==> src/rtl/branch_resolve_unit_pkg.sv <==
// Shared branch definitions: funct3 condition codes and the reserved-encoding check.
package branch_resolve_unit_pkg;

  localparam logic [2:0] FUNCT3_BEQ  = 3'b000;
  localparam logic [2:0] FUNCT3_BNE  = 3'b001;
  localparam logic [2:0] FUNCT3_BLT  = 3'b100;
  localparam logic [2:0] FUNCT3_BGE  = 3'b101;
  localparam logic [2:0] FUNCT3_BLTU = 3'b110;
  localparam logic [2:0] FUNCT3_BGEU = 3'b111;

  // funct3[2:1] == 01 (010/011) has no branch meaning.
  localparam logic [1:0] FUNCT3_RSVD_HI = 2'b01;

  function automatic logic funct3_is_illegal(input logic [2:0] funct3);
    return funct3[2:1] == FUNCT3_RSVD_HI;
  endfunction

endpackage

==> src/rtl/branch_resolve_unit_cond_eval.sv <==
// Combinational branch condition evaluation for the branch resolve unit.
module branch_cond_eval
  import branch_resolve_unit_pkg::*;
#(
  parameter int XLEN = 32
) (
  input  logic [XLEN-1:0] rs1,
  input  logic [XLEN-1:0] rs2,
  input  logic [2:0]      funct3,
  output logic            taken,
  output logic            illegal
);

  always_comb begin
    taken   = 1'b0;
    illegal = funct3_is_illegal(funct3);
    case (funct3)
      FUNCT3_BEQ:  taken = (rs1 == rs2);
      FUNCT3_BNE:  taken = (rs1 != rs2);
      FUNCT3_BLT:  taken = ($signed(rs1) <  $signed(rs2));
      FUNCT3_BGE:  taken = ($signed(rs1) >= $signed(rs2));
      FUNCT3_BLTU: taken = (rs1 <  rs2);
      FUNCT3_BGEU: taken = (rs1 >= rs2);
      default:     taken = 1'b0;
    endcase
  end

endmodule

==> src/rtl/branch_resolve_unit.sv <==
// Pipelined branch resolution: condition, target, prediction check, one registered record.
// Optional statistics counters are enabled by defining BRU_STATS_EN.
module branch_resolve_unit
  import branch_resolve_unit_pkg::*;
#(
  parameter int XLEN   = 32,
  parameter int IALIGN = 32,
  parameter int CNT_W  = 32
) (
  input  logic            clk,
  input  logic            rst_n,
  input  logic            flush,
  input  logic            in_valid,
  output logic            in_ready,
  input  logic [XLEN-1:0] in_rs1,
  input  logic [XLEN-1:0] in_rs2,
  input  logic [2:0]      in_funct3,
  input  logic [XLEN-1:0] in_pc,
  input  logic [XLEN-1:0] in_imm,
  input  logic            in_pred_taken,
  input  logic [XLEN-1:0] in_pred_target,
  output logic            out_valid,
  input  logic            out_ready,
  output logic            out_taken,
  output logic [XLEN-1:0] out_next_pc,
  output logic            out_mispredict,
  output logic            out_misalign,
  output logic            out_illegal
`ifdef BRU_STATS_EN
  ,
  input  logic             stat_clr,
  output logic [CNT_W-1:0] stat_branches,
  output logic [CNT_W-1:0] stat_taken,
  output logic [CNT_W-1:0] stat_mispred
`endif
);

  localparam logic CHECK_BIT1 = (IALIGN == 32);

  logic            cond_taken;
  logic            cond_illegal;
  logic [XLEN-1:0] target;
  logic [XLEN-1:0] fallthrough;
  logic            misalign_next;
  logic            mispredict_next;
  logic [XLEN-1:0] next_pc_next;
  logic            accept;

  logic            out_valid_reg;
  logic            taken_reg;
  logic [XLEN-1:0] next_pc_reg;
  logic            mispredict_reg;
  logic            misalign_reg;
  logic            illegal_reg;

  branch_cond_eval #(.XLEN(XLEN)) u_cond (
    .rs1     (in_rs1),
    .rs2     (in_rs2),
    .funct3  (in_funct3),
    .taken   (cond_taken),
    .illegal (cond_illegal)
  );

  always_comb begin
    target          = in_pc + in_imm;
    fallthrough     = in_pc + XLEN'(4);
    misalign_next   = cond_taken & (target[0] | (CHECK_BIT1 & target[1]));
    next_pc_next    = cond_taken ? target : fallthrough;
    // Misaligned targets go to the trap path, so they never request a redirect.
    mispredict_next = !cond_illegal && !misalign_next &&
                      ((in_pred_taken != cond_taken) ||
                       (cond_taken && in_pred_taken && (in_pred_target != target)));
  end

  assign in_ready = !out_valid_reg || out_ready;
  assign accept   = in_valid && in_ready && !flush;

  always_ff @(posedge clk or negedge rst_n) begin
    if (!rst_n) begin
      out_valid_reg  <= 1'b0;
      taken_reg      <= 1'b0;
      next_pc_reg    <= '0;
      mispredict_reg <= 1'b0;
      misalign_reg   <= 1'b0;
      illegal_reg    <= 1'b0;
    end else begin
      if (flush) begin
        out_valid_reg <= 1'b0;
      end else if (in_ready) begin
        out_valid_reg <= in_valid;
      end
      if (accept) begin
        taken_reg      <= cond_taken;
        next_pc_reg    <= next_pc_next;
        mispredict_reg <= mispredict_next;
        misalign_reg   <= misalign_next;
        illegal_reg    <= cond_illegal;
      end
    end
  end

  assign out_valid      = out_valid_reg;
  assign out_taken      = taken_reg;
  assign out_next_pc    = next_pc_reg;
  assign out_mispredict = mispredict_reg;
  assign out_misalign   = misalign_reg;
  assign out_illegal    = illegal_reg;

`ifdef BRU_STATS_EN
  logic       stat_fire;
  logic [2:0] stat_inc;

  assign stat_fire = out_valid_reg && out_ready && !flush && !illegal_reg;
  assign stat_inc  = {stat_fire && mispredict_reg, stat_fire && taken_reg, stat_fire};

  for (genvar gi = 0; gi < 3; gi++) begin : g_stat
    logic [CNT_W-1:0] cnt_reg;
    always_ff @(posedge clk or negedge rst_n) begin
      if (!rst_n) begin
        cnt_reg <= '0;
      end else if (stat_clr) begin
        cnt_reg <= '0;
      end else if (stat_inc[gi] && (cnt_reg != '1)) begin
        cnt_reg <= cnt_reg + CNT_W'(1);
      end
    end
  end

  assign stat_branches = g_stat[0].cnt_reg;
  assign stat_taken    = g_stat[1].cnt_reg;
  assign stat_mispred  = g_stat[2].cnt_reg;
`else
  logic [CNT_W-1:0] unused_cnt_w;
  assign unused_cnt_w = '0;
`endif

endmodule

==> config.mk <==
export PLATFORM = sky130hd
export DESIGN_NAME = branch_resolve_unit
export DESIGN_NICKNAME = d
export VERILOG_FILES = /design/src/rtl/branch_resolve_unit_pkg.sv /design/src/rtl/branch_resolve_unit_cond_eval.sv /design/src/rtl/branch_resolve_unit.sv
export SDC_FILE = /design/constraint.sdc
export NUM_CORES = 1
export LEC_CHECK = 0
export BUFFER_PORTS_ARGS = -buffer_cell sky130_fd_sc_hd__clkbuf_2
export CORE_MARGIN = 3
export CORE_UTILIZATION = 47
export DETAILED_ROUTE_END_ITERATION = 10
export PLACE_DENSITY = 0.79
export SYNTH_ARGS = -nofsm -noshare
export SYNTH_HDL_FRONTEND = slang
export SYNTH_SLANG_ARGS = --single-unit
==> constraint.sdc <==
create_clock -name clk -period 2.09 [get_ports clk]
set_input_delay 0.418 -clock clk [delete_from_list [all_inputs] [get_ports clk]]
set_output_delay 0.418 -clock clk [all_outputs]
set_load 0.01 [all_outputs]
# Word level (Yosys, flattened, before mapping)
# Index checks and enable logic that the tools add are counted.
dict set report totals {
  word_cells 42
  out_inout_bits 38
  register_bits 37
  in_bits 169
}
dict set report op_classes {
  n_eq_ne 10
  n_reduce_logical 14
  n_bitwise 2
  n_addsub 2
  order_cmp 4
  mux 4
}
# cell n
set ops {}
lappend ops {{greater-or-equal comparator 32 bit} 2}
lappend ops {{less-than comparator 32 bit} 2}
lappend ops {{inequality test 32 bit} 2}
lappend ops {{adder 32 x 3 -> 32 bit (second input constant)} 1}
lappend ops {{adder 32 bit} 1}
lappend ops {{equality test 32 bit} 1}
lappend ops {{2-to-1 mux 32 bit} 1}
lappend ops {{equality test 3 bit (second input constant)} 4}
lappend ops {{logical AND 1 bit} 6}
lappend ops {{case mux 1 bit (6 select lines)} 1}
lappend ops {{logical NOT 1 bit} 4}
lappend ops {{equality test 3 x 1 -> 1 bit (second input constant)} 1}
lappend ops {{logical NOT 3 bit} 1}
lappend ops {{equality test 2 x 1 -> 1 bit (second input constant)} 1}
lappend ops {{logical OR 1 bit} 2}
lappend ops {{2-to-1 mux 1 bit} 2}
lappend ops {{nonzero test 2 bit} 1}
lappend ops {{AND 1 bit} 1}
lappend ops {{inequality test 1 bit} 1}
lappend ops {{bitwise OR 1 bit} 1}

# Depth between registers and ports, before layout
# Gate-level depths: netlist of the first run.
dict set report logic_depth {
  depth_word 6
  mapped_depth 21
  mapped_depth_nobuf 20
}

# Modules after synthesis
# Synthesis of the first run repeated with hierarchy kept, for this count alone.
dict set report unflattened {
  hier_cells 730
  area_unflattened_um2 5489.0
}
# module instances area_each_um2 seq_area_each_um2 cells_per_inst
set modules_own_cells {}
lappend modules_own_cells {branch_resolve_unit 1 4559.4 925.9 601}
lappend modules_own_cells {branch_cond_eval 1 929.6 0.0 129}

# Worst setup path before layout of the first run
# No wires, ideal clock.
dict set report synth_timing {
  path_kind {input to register}
  startpoint {input port in_rs2[9]}
  endpoint {register mispredict_reg (netlist: out_mispredict)}
  arrival_ns 3.910
  path_stages 21
  required_ns 1.958
  n_path_buf 1
  setup_ns 0.132
  setup_slack_ns -1.952
  cell_sequence {inv_1 > ha_1 > a21o_1 > a21o_1 > a221oi_2 > o211ai_2 > a211oi_4 > mux2i_1 > nand3_2 > or2_1 > buf_6 > inv_2 > ha_1 > a2111oi_0 > nand4b_1 > a211oi_1 > nand4b_1 > nor4_1 > nand4b_1 > nor2_1 > a32oi_1}
}
dict set report synth_via {
  elab_chain_len 6
  elab_cells_between_ends 15
  cone_classes {4 x order compare; 3 x eq/ne; 1 x mux; 1 x bitwise; 6 x reduce/logical}
}
# element line
set synth_lines {}
lappend synth_lines {{from (decl)} branch_resolve_unit.sv:16} ;# input logic [XLEN-1:0] in_rs2,
lappend synth_lines {{greater-or-equal comparator 32 bit, or another cell as far along} branch_resolve_unit_cond_eval.sv:23} ;# FUNCT3_BGEU: taken = (rs1 >= rs2);
lappend synth_lines {{case mux 1 bit (6 select lines) *} branch_resolve_unit_cond_eval.sv:17} ;# case (funct3)
lappend synth_lines {{via cond_taken} branch_resolve_unit.sv:40} ;# logic cond_taken;
lappend synth_lines {{AND 1 bit / logical AND 1 bit (equally long branches)} {branch_resolve_unit.sv:67, branch_resolve_unit.sv:72}}
lappend synth_lines {{logical NOT 1 bit / logical AND 1 bit (equally long branches)} {branch_resolve_unit.sv:70, branch_resolve_unit.sv:72}}
lappend synth_lines {{logical AND 1 bit / logical OR 1 bit (equally long branches)} {branch_resolve_unit.sv:70, branch_resolve_unit.sv:71}}
lappend synth_lines {{logical AND 1 bit *} branch_resolve_unit.sv:70} ;# mispredict_next = !cond_illegal && !misalign_next &&
lappend synth_lines {{to (signal assigned)} branch_resolve_unit.sv:95} ;# mispredict_reg <= mispredict_next;
lappend synth_lines {{to (decl)} branch_resolve_unit.sv:52} ;# logic mispredict_reg;
# The timed path passes the listed nets; every way through them passes the cells marked *.
# A chain may end at the register's enable or synchronous reset.

# Worst setup path after layout of the first run
dict set report layout_timing {
  startpoint {input port in_rs2[1]}
  endpoint {register mispredict_reg (netlist: out_mispredict)}
}
# Same word-level chain as after synthesis.

==> impl_summary.log, run 1 <==
[metrics] result of the run: complete, but fails checks
[metrics] violated checks: negative setup slack
[metrics] count of routing violations after the opening detailed-route iteration: 499
[metrics] leading cell types in the layout, fill and taps excluded: clkbuf_2 (204), buf_4 (200), nand2_1 (83), ha_1 (57), xnor2_1 (53)
[metrics] vias per inst: 5.66
[metrics] DR vias: 7,174
[metrics] Worst Max-Slew Pin Slew: 0.788 ns
[metrics] initial antenna violation count: 0
[metrics] post-synthesis instance area: 5710 um2
[metrics] first-pass GRT wire length: 34,000 um
[metrics] Data required, critical path: 2.25 ns
[metrics] share of post-route cells with drive strength above 1: 44.6%
[metrics] die width: 116 um
[metrics] CP arrival: 3.97 ns
[metrics] via count of the first global-routing pass: 7,232
[metrics] worst supply voltage drop on vdd: 0.000316 V
[metrics] RSZ-0062 raised after global routing: true
[metrics] cell count after synthesis: 735
[metrics] TritonCTS clock tree: yes
[metrics] DP Area: 8440 um2
[metrics] Worst path most repeated cell: nand4b_1
[metrics] Post-synth EDFFs: 0
[metrics] Worst R2R Setup Slack: -0.13 ns
[metrics] antenna cell count: 0
[metrics] Max Clock Freq: 262 MHz
[metrics] root buf cell: clkbuf_16
[metrics] # rows: 39
[metrics] fraction of the yosys area taken by sequential cells: 16.2%
[metrics] total power draw: 4680 uW
[metrics] area grow syn2layout: 57.9%
[metrics] maximum clock insertion buffer count: 2
[metrics] crit path cell chain: clkbuf_2 -> inv_2 -> ha_4 -> nor2b_4 -> o211ai_1 -> a2111o_1 -> o211ai_2 -> a211oi_4 -> buf_4 -> a2111o_1 -> nand3_2 -> or2_4 -> inv_4 -> ha_4 -> a2111oi_4 -> nand4b_1 -> a211oi_2 -> nand4b_1 -> nor4_1 -> nand4b_1 -> nor2_1 -> a32oi_1
[metrics] synthesized flop and latch total: 37
[metrics] most common flop cell mapped by yosys: dfrtp_1
[metrics] number of search-and-repair iterations in the first detailed-routing pass: 6
[metrics] TritonCTS sink count: 37
[metrics] Max-slew headroom: 47.4%
[metrics] time the final worst path needs with I/O delays and setup: 3.81 ns
[metrics] maximum number of pins on one net before global-route repair: 72
[metrics] Bufs and invs on worst path: 4
[metrics] grt total ovfl: 0
[metrics] Setup crit start kind: input pin
[metrics] Overall Global Routing Usage: 31.5%
[metrics] post-layout instance area: 9020 um2
[metrics] # setup viols final: 35
[metrics] height of the chip: 116 um
[metrics] # IOs: 207
[metrics] Total Routed Length: 21,900 um
[metrics] average footprint of a synthesized cell: 7.77 um2
[metrics] fin crit share: 182%
[metrics] Antenna Nets Post-Route: 0
[metrics] count of unresolved DRC violations after routing: 0
[metrics] Max stage delay cell, worst path: a2111o_1
[metrics] Top Family by Delay on Critical Path: compound AO/OA/AOI/OAI gates
[metrics] path type of the worst setup path: input pin to register
[metrics] Crit Path Max Fanout: 2
[metrics] H-tree Lvls: 2
[metrics] path type of the worst min-delay path: input pin to asynchronous set/reset pin
[metrics] number of flip-flops under the largest register name: 32
[metrics] number of max-slew violations in the final report: 0
[metrics] die area: 13,500 um2
[metrics] CTS Buf Count: 5
[metrics] Yosys cell types: 77
[metrics] reg2reg start: out_valid$_DFFE_PN0P_
[metrics] synthesized netlist net count: 970
[metrics] delay contributed by the slowest stage of the critical path: 0.46 ns
[metrics] least setup slack across all paths after layout: -1.72 ns
[metrics] clk_lat worst skew: 0.29 ns
[metrics] final hold violation count: 0
[metrics] worst clock skew: 0.00607 ns
[metrics] number of cell instances on the worst register-to-register path: 10
[metrics] power density of the placed cells: 519 nW/um2
[metrics] max cap viols: 0
[metrics] final RePlAce weighted congestion: 0.961
[metrics] DPL Wire Length: 17,400 um
[metrics] port bufs: 206
[metrics] clock input transition at the sequential cells of the worst setup and hold paths: 0.06 ns
[metrics] commonest non-fill, non-tap cell in the layout: clkbuf_2
[metrics] count of fill cells added during filler insertion: 787
[metrics] asr flop ratio synth: 100%
[metrics] pre-CTS WS: -2.14 ns
[metrics] Yosys warning total: 0
[metrics] core region area: 11,700 um2
[metrics] leakage component of the power: 0.00462 uW
[metrics] initial core utilization: 49.0%
[metrics] capturing element type of the critical path: register
[metrics] Reg-to-Reg End: out_mispredict$_DFFE_PN0P_
[metrics] final sum of negative setup slack: -29.61 ns
[metrics] average wire length per cell after detail routing: 17.3 um
[metrics] net count reported at finish: 1,358
metal layers:
layer | vias up | global-route usage, % | wire length, um
li1 | 3469 | - | -
met1 | 3285 | 38.3 | 8670
met2 | 344 | 56.1 | 10700
met3 | 76 | 4.72 | 1670
met4 | 0 | 11.8 | 850
met5 | - | 0 | 0
layout make-up:
cell class	count	area [um2]	area share, %
Clock buffer	5	125	1.39
Inverter	43	171	1.90
Tap cell	143	179	1.98
Multi-Input combinational cell	623	4880	54.1
Sequential cell	37	926	10.3
Clock inverter	3	46.3	0.513
Timing Repair Buffer	413	2690	29.9
cell usage after synthesis, types with 3 or more instances:
| master | number | area (um2) |
|---|---|---|
| and2_1 | 5 | 31.3 |
| nor2_1 | 39 | 146 |
| o21ai_1 | 49 | 245 |
| o21a_1 | 4 | 30.0 |
| or3_1 | 3 | 18.8 |
| nand2b_1 | 5 | 31.3 |
| and3_1 | 9 | 56.3 |
| clkbuf_1 | 24 | 90.1 |
| o21ai_0 | 23 | 115 |
| nand3_1 | 20 | 100 |
| buf_2 | 4 | 20.0 |
| nand2_1 | 84 | 315 |
| nand4b_1 | 5 | 43.8 |
| a221o_1 | 3 | 30.0 |
| nor4_1 | 5 | 31.3 |
| inv_1 | 42 | 158 |
| a21oi_1 | 45 | 225 |
| mux2i_1 | 9 | 90.1 |
| mux2_1 | 3 | 33.8 |
| and4_1 | 6 | 52.6 |
| nor3_1 | 30 | 150 |
| a2111oi_0 | 3 | 26.3 |
| xnor3_1 | 8 | 180 |
| o31ai_1 | 4 | 30.0 |
| nor2b_1 | 3 | 18.8 |
| ha_1 | 65 | 813 |
| xnor2_1 | 53 | 464 |
| nand4_1 | 18 | 113 |
| o22ai_1 | 4 | 25.0 |
| xor3_1 | 3 | 71.3 |
| a21o_1 | 23 | 173 |
| o211ai_1 | 6 | 45.0 |
| dfrtp_1 | 37 | 926 |
| a211oi_1 | 10 | 75.1 |
| xor2_1 | 24 | 210 |
worst max path at each step:
stage | from | end | slack, ns | depth (start not counted)
after floorplan | in_rs1[9] | out_mispredict$_DFFE_PN0P_ | -1.75 | 20
after global placement | in_rs2[9] | out_mispredict$_DFFE_PN0P_ | -1.92 | 21
after detailed placement | in_rs2[9] | out_mispredict$_DFFE_PN0P_ | -2.14 | 21
after CTS | in_rs2[9] | out_mispredict$_DFFE_PN0P_ | -1.71 | 21
after global routing | in_rs2[1] | out_mispredict$_DFFE_PN0P_ | -1.95 | 22
final | in_rs2[1] | out_mispredict$_DFFE_PN0P_ | -1.72 | 22
what timing repair did:
action,in CTS,in global routing
hold endpoints to repair,0,0
hold buffers,0,0
endpoints found under the setup margin,35,35
pin swaps,16,8
resized for setup,49,19
buffers inserted,9,4
cloned,3,0
where the power goes:
group	internal [uW]	total (uW)	leakage [uW]	switching [uW]
Clock	565	885	0.0000800	320
Sequential	867	960	0.000461	93.0
Combinational	1420	2840	0.00408	1420
per-stage QoR:
| step | cells | utilization (%) | hold WS [ns] |
|---|---|---|---|
| 6_report | 1267 | 77.3 | 0.0504 |
| 3_3_place_gp | 1251 | 72.4 | 0.371 |
| 4_1_cts | 1271 | 77.1 | 0.0609 |
| 2_1_floorplan | 735 | - | 0.122 |
| 5_1_grt | 1267 | 77.3 | 0.0796 |
| 3_5_place_dp | 1251 | 72.4 | 0.373 |
logic make-up (layout without fill, tap and decap cells):
logic type      Yosys count  in the layout  synth area share (%)
compound gates          207            207                  23.3
xor+xnor                 88             88                  16.2
fa+ha+maj                66             66                  14.6
buf+inv                  75            464                  5.34
flops                    37             37                  16.2
mux                      14             14                  2.63
simple gates            248            248                  21.7
Note: power is estimated with default switching activity, not from simulation.
==> run 2: changes to the inputs <==
- CORE_UTILIZATION: 47 -> 46
- PLACE_DENSITY: 0.79 -> default
- PLACE_DENSITY_LB_ADDON: default -> 0.15
- SYNTH_HIERARCHICAL: default -> 1
==> run 2 against run 1 <==
Compared with the run above:
- the flow still finishes with violations (negative setup slack)
- first-iteration DRC count is 22% higher
- core utilization up 7.0 points
- register-to-register slack worse by 0.34 ns
- global-route usage increased by 3.1 points
- wire length increased by 26%
- maximum frequency is 3.6% lower
- die area decreased by 1.7%
- critical endpoint unchanged
- largest power group unchanged
==> impl_summary.log, run 2 <==
[metrics] maximum clock insertion buffer count: 2
[metrics] port bufs: 206
[metrics] result of the run: complete, but fails checks
[metrics] cell count after placement: 1,241
[metrics] # setup viols final: 35
[metrics] # rows: 39
[metrics] TritonCTS clock tree: yes
[metrics] clock input transition at the sequential cells of the worst setup and hold paths: 0.06 ns
[metrics] area grow syn2layout: 76.9%
[metrics] relative contribution of the clock network to total power: 17.9%
[metrics] Overall Global Routing Usage: 34.6%
[metrics] portion of synthesized cell area occupied by the leading cell type: 16.9%
[metrics] Yosys warning total: 6
[metrics] share of power burned in combinational logic: 63.5%
[metrics] path type of the worst min-delay path: input pin to asynchronous set/reset pin
[metrics] root buf cell: clkbuf_16
[metrics] least setup slack across all paths after layout: -1.86 ns
[metrics] switching pwr: 2170 uW
[metrics] violated checks: negative setup slack
[metrics] CTS Buf Count: 5
[metrics] dominant cells by area after synthesis: dfrtp_1 (17%), ha_1 (15%), a21oi_1 (6.7%), xor2_1 (6.5%), xnor2_1 (6.4%)
[metrics] clk_lat worst skew: 0.29 ns
[metrics] Max Clock Freq: 253 MHz
[metrics] Antenna Nets Post-Route: 0
[metrics] Max-slew headroom: 44.0%
[metrics] number of standard cells in the final layout excluding fillers: 1,274
[metrics] Setup crit start kind: input pin
[metrics] DP Area: 8200 um2
[metrics] Crit Path Max Fanout: 3
[metrics] post-layout instance area: 9710 um2
[metrics] first-pass GRT wire length: 36,100 um
[metrics] most common flop cell mapped by yosys: dfrtp_1
[metrics] grt total ovfl: 0
[metrics] leading cell types in the layout, fill and taps excluded: buf_4 (201), clkbuf_2 (189), nand2_1 (70), a21oi_1 (47), xor2_1 (41)
[metrics] average footprint of a synthesized cell: 7.52 um2
[metrics] commonest non-fill, non-tap cell in the layout: buf_4
[metrics] final RePlAce weighted congestion: 0.873
[metrics] synthesized flop and latch total: 37
[metrics] count of unresolved DRC violations after routing: 0
[metrics] final sum of negative setup slack: -33.63 ns
[metrics] via count of the first global-routing pass: 7,350
[metrics] number of search-and-repair iterations in the first detailed-routing pass: 7
[metrics] Post-synth EDFFs: 0
[metrics] number of flip-flops under the largest register name: 32
[metrics] TritonCTS sink count: 37
[metrics] Yosys cell types: 73
[metrics] cell count after synthesis: 730
[metrics] final core utilization: 84.3%
[metrics] DR vias: 7,769
[metrics] Flop pwr share: 18.6%
[metrics] share of post-route cells with drive strength above 1: 53.1%
[metrics] fin crit share: 189%
[metrics] net count reported at finish: 1,365
[metrics] RSZ-0062 raised after global routing: true
[metrics] Total Routed Length: 27,500 um
[metrics] initial core utilization: 47.7%
[metrics] Data required, critical path: 2.24 ns
[metrics] count of fill cells added during filler insertion: 686
[metrics] antenna cell count: 0
[metrics] vias per inst: 6.10
[metrics] number of max-slew violations in the final report: 0
[metrics] leakage component of the power: 0.00465 uW
[metrics] asr flop ratio synth: 100%
[metrics] synthesized netlist net count: 965
[metrics] core region area: 11,500 um2
[metrics] design internal power: 3060 uW
[metrics] CP arrival: 4.10 ns
[metrics] fraction of the yosys area taken by sequential cells: 16.9%
[metrics] pre-CTS WS: -1.99 ns
[metrics] max cap viols: 0
[metrics] most instantiated library cell after synthesis: a21oi_1
[metrics] maximum number of pins on one net before global-route repair: 68
[metrics] power density of the placed cells: 539 nW/um2
[metrics] worst clock skew: 0.00934 ns
[metrics] average wire length per cell after detail routing: 21.6 um
[metrics] initial antenna violation count: 0
[metrics] capturing element type of the critical path: register
[metrics] DPL Wire Length: 18,000 um
[metrics] worst supply voltage drop on vdd: 0.000346 V
[metrics] Switching Fraction: 41.5%
[metrics] H-tree Lvls: 2
[metrics] die area: 13,300 um2
[metrics] leading area contributor after synthesis: dfrtp_1
[metrics] most common library cells after synthesis: a21oi_1 (74), nand2_1 (73), ha_1 (65), nor2_1 (53), o21ai_0 (52)
[metrics] die width: 115 um
[metrics] # IOs: 207
[metrics] count of routing violations after the opening detailed-route iteration: 611
[metrics] height of the chip: 115 um
[metrics] Worst Max-Slew Pin Slew: 0.830 ns
[metrics] time the final worst path needs with I/O delays and setup: 3.95 ns
[metrics] final hold violation count: 0
[metrics] path type of the worst setup path: input pin to register
[metrics] post-synthesis instance area: 5490 um2
-- run 2: changes by cell type after synthesis, moves of 14 or more --
cell     before  now
nor3_1       30   10
a21oi_1      45   74
o21ai_0      23   52
o21ai_1      49    4
nor2_1       39   53
xor2_1       24   41
-- run 2: kinds of logic (layout without fill, tap and decap cells) --
| group | Yosys count | count (layout) | share of synthesized area (%) |
|---|---|---|---|
| AND/OR/NAND/NOR | 234 | 234 | 21.3 |
| AO/OA/AOI/OAI | 216 | 216 | 25.2 |
| XOR/XNOR | 84 | 84 | 13.9 |
| buffers and inverters | 84 | 485 | 5.86 |
| adder cells (fa/ha/maj) | 66 | 66 | 15.2 |
| flip-flops | 37 | 37 | 16.9 |
| multiplexers | 9 | 9 | 1.73 |
-- run 2: power groups by stage --
stage / registers, uW / logic (uW) / clock network, uW
global route: 980 / 3500 / 959
finish: 970 / 3320 / 938
global placement: 962 / 2440 / 0
CTS: 961 / 3000 / 933
detailed placement: 974 / 2500 / 0
floorplan: 1030 / 1180 / 0
-- run 2: area by class of cell --
cell class	count	area [um2]	share of cell area [%]
Multi-Input combinational cell	609	5200	53.6
Clock inverter	2	37.5	0.386
Sequential cell	37	926	9.53
Timing Repair Buffer	428	3030	31.2
Clock buffer	6	139	1.43
Tap cell	143	179	1.84
Inverter	49	196	2.02
-- run 2: worst paths after layout --
kind	start	endpoint	slack, ns	depth (start not counted)
worst min register to register	out_next_pc[29]$_DFFE_PN0P_	out_next_pc[29]$_DFFE_PN0P_	0.48	1
max in group asynchronous	rst_n	out_valid$_DFFE_PN0P_	1.24	2
worst max register to register	out_valid$_DFFE_PN0P_	out_mispredict$_DFFE_PN0P_	-0.47	10
worst min-delay path	rst_n	out_next_pc[24]$_DFFE_PN0P_	0.17	1
worst max-delay path	in_rs2[8]	out_mispredict$_DFFE_PN0P_	-1.86	18
min in group clk	flush	out_valid$_DFFE_PN0P_	0.44	3
-- run 2: worst max-delay path, cell delays in order --
cell and delay (ns):
clkbuf_2 0.11, inv_1 0.06, ha_1 0.31, nand4_1 0.25, nor4_4 0.39, buf_4 0.20, a211oi_4 0.06, a311oi_2 0.29
a211o_2 0.18, nor3_4 0.05, ha_1 0.30, a21oi_1 0.18, nor4b_4 0.23, nand4_1 0.15, nor4_2 0.30, nand4_1 0.18
nor4_2 0.28, a32oi_1 0.17
-- run 2: timing repair --
| item | in CTS | in global routing |
|---|---|---|
| pin swaps | 41 | 51 |
| gates cloned | 7 | 1 |
| resized for setup | 160 | 102 |
| endpoints found under the setup margin | 35 | 35 |
| buffers inserted | 15 | 17 |
| hold buffers | 0 | 0 |
-- run 2: through the flow --
step                      total power [uW]  hold slack (ns)
after floorplan                       2210            0.122
after global placement                3410            0.461
after detailed placement              3470            0.469
after CTS                             4890            0.181
after global routing                  5440            0.208
final                                 5230            0.167
-- run 2: routing by layer --
metal | global-route usage (%) | vias to the layer above | share of wire [%]
li1 | - | 3439 | -
met1 | 39.1 | 3635 | 36
met2 | 63.4 | 529 | 49
met3 | 6.16 | 166 | 8.8
met4 | 15.1 | 0 | 6.9
met5 | 0 | - | 0
==> run 3: changes to the inputs <==
- MAX_ROUTING_LAYER: default -> met4
==> run 3 against run 2 <==
Compared with the run above:
- the flow still finishes with violations (negative setup slack)
- die area did not move
- non-clock buffer count up 12
- final cell count rose by 0.86%
- core utilization up 1.1 points
- worst hold slack better by 0.0034 ns
- register-to-register slack improved by 0.28 ns
- via count down 3.4%
- clock power down 16%
- largest cell class unchanged
- highest routed layer unchanged
==> impl_summary.log, run 3 (synthesis results as in run 2) <==
[metrics] pre-CTS WS: -1.70 ns
[metrics] TritonCTS sink count: 37
[metrics] RSZ-0062 raised after global routing: true
[metrics] H-tree Lvls: 2
[metrics] max cap viols: 0
[metrics] capturing element type of the critical path: register
[metrics] area grow syn2layout: 79.2%
[metrics] clk_lat worst skew: 0.29 ns
[metrics] root buf cell: clkbuf_16
[metrics] time the final worst path needs with I/O delays and setup: 3.60 ns
[metrics] final hold violation count: 0
[metrics] result of the run: complete, but fails checks
[metrics] number of hold-repair buffers added at the cts stage: 0
[metrics] violated checks: negative setup slack
[metrics] maximum number of pins on one net before global-route repair: 68
[metrics] Max-slew headroom: 49.4%
[metrics] number of max-slew violations in the final report: 0
[metrics] height of the chip: 115 um
[metrics] clock input transition at the sequential cells of the worst setup and hold paths: 0.06 ns
[metrics] core region area: 11,500 um2
[metrics] number of flip-flops under the largest register name: 32
[metrics] Setup crit start kind: input pin
[metrics] # setup viols final: 35
[metrics] TritonCTS clock tree: yes
[metrics] total power draw: 5100 uW
[metrics] worst supply voltage drop on vdd: 0.000427 V
[metrics] CP arrival: 3.75 ns
[metrics] CTS Buf Count: 5
[metrics] Crit Path Max Fanout: 3
[metrics] vias per inst: 5.84
[metrics] final sum of negative setup slack: -28.80 ns
[metrics] DPL Wire Length: 17,600 um
[metrics] Worst R2R Setup Slack: -0.19 ns
[metrics] Max Clock Freq: 277 MHz
[metrics] # IOs: 207
[metrics] count of unresolved DRC violations after routing: 0
[metrics] count of routing violations after the opening detailed-route iteration: 670
[metrics] least setup slack across all paths after layout: -1.51 ns
[metrics] count of fill cells added during filler insertion: 666
[metrics] port bufs: 206
[metrics] uppermost signal routing layer after detailed routing: met4
[metrics] Routed met3 length: 2090 um
[metrics] # rows: 39
[metrics] maximum clock insertion buffer count: 2
[metrics] delay contributed by the slowest stage of the critical path: 0.31 ns
[metrics] commonest non-fill, non-tap cell in the layout: buf_4
[metrics] worst clock skew: 0.00641 ns
[metrics] number of search-and-repair iterations in the first detailed-routing pass: 5
[metrics] DR vias: 7,502
[metrics] fin crit share: 172%
[metrics] antenna cell count: 0
[metrics] grt total ovfl: 0
[metrics] power density of the placed cells: 519 nW/um2
[metrics] Total Routed Length: 26,300 um
[metrics] sum of routed wire segments on met1: 9990 um
[metrics] Worst Max-Slew Pin Slew: 0.749 ns
[metrics] Data required, critical path: 2.24 ns
[metrics] share of post-route cells with drive strength above 1: 52.7%
[metrics] Antenna Nets Post-Route: 0
[metrics] via count of the first global-routing pass: 7,295
[metrics] net count reported at finish: 1,377
[metrics] Overall Global Routing Usage: 35.4%
[metrics] leading cell types in the layout, fill and taps excluded: buf_4 (206), clkbuf_2 (196), nand2_1 (70), a21oi_1 (45), xor2_1 (41)
[metrics] met2 routed wirelength: 13,100 um
[metrics] crit path cell chain: clkbuf_8 -> inv_12 -> ha_4 -> buf_4 -> a21oi_1 -> nand2_1 -> a21oi_2 -> a31oi_1 -> a211o_2 -> nor3_4 -> ha_1 -> a21oi_2 -> nor4b_4 -> nand4_1 -> nor4_2 -> nand4_1 -> nor4_2 -> a32oi_1
[metrics] die area: 13,300 um2
[metrics] initial core utilization: 47.7%
[metrics] path type of the worst min-delay path: input pin to asynchronous set/reset pin
[metrics] average wire length per cell after detail routing: 20.5 um
[metrics] Max stage delay cell, worst path: a211o_2
[metrics] leakage component of the power: 0.00472 uW
[metrics] initial antenna violation count: 0
[metrics] path type of the worst setup path: input pin to register
[metrics] final RePlAce weighted congestion: 0.918
[metrics] final worst hold slack: 0.171 ns
[metrics] first-pass GRT wire length: 36,100 um
[metrics] die width: 115 um
[run 3: what timing repair did]
item	4_1_cts	5_1_grt
endpoints found under the setup margin	35	35
pin swaps	43	38
gates resized for setup	155	91
setup buffers	22	20
cloned	7	0
[run 3: final cells by class]
class / count / area [um2] / share of cell area, %
Multi-Input combinational cell: 609 / 5280 / 53.6
Timing Repair Buffer: 440 / 3110 / 31.7
Sequential cell: 37 / 926 / 9.41
Inverter: 49 / 199 / 2.02
Tap cell: 143 / 179 / 1.82
Clock buffer: 7 / 143 / 1.45
[run 3: metrics by stage]
step / area [um2] / utilization (%) / std cells
global route: 9840 / 85.4 / 1285
CTS: 9280 / 80.6 / 1277
global placement: 8230 / 71.5 / 1245
floorplan: 5650 / - / 730
detailed placement: 8230 / 71.5 / 1245
finish: 9840 / 85.4 / 1285
[run 3: report_power, final]
group          leakage (uW)  switching (uW)  internal [uW]
sequential         0.000462             101            870
clock             0.0000700             318            470
combinational       0.00419            1710           1630
[run 3: final timing paths]
kind,startpoint,to,cells past startpoint
max,in_rs2[30],out_mispredict$_DFFE_PN0P_,18
min,rst_n,out_next_pc[21]$_DFFE_PN0P_,1
max reg2reg,out_valid$_DFFE_PN0P_,out_mispredict$_DFFE_PN0P_,10
min reg2reg,out_next_pc[5]$_DFFE_PN0P_,out_next_pc[5]$_DFFE_PN0P_,1
max in group asynchronous,rst_n,out_next_pc[3]$_DFFE_PN0P_,2
min in group clk,flush,out_valid$_DFFE_PN0P_,3
[run 3: critical path: cells and delay by family]
kind                       cells  cell delay, ns
and+or+nand+nor                7            1.30
AOI/OAI and AO/OA              6            1.20
buffers and inverters          3            0.30
adders and majority gates      2            0.53
[run 3: routing by layer]
layer / vias to the layer above / global-route usage (%)
met5: - / -
met4: 0 / 10.5
met3: 108 / 4.00
met2: 411 / 62.8
met1: 3523 / 41.8
li1: 3460 / -
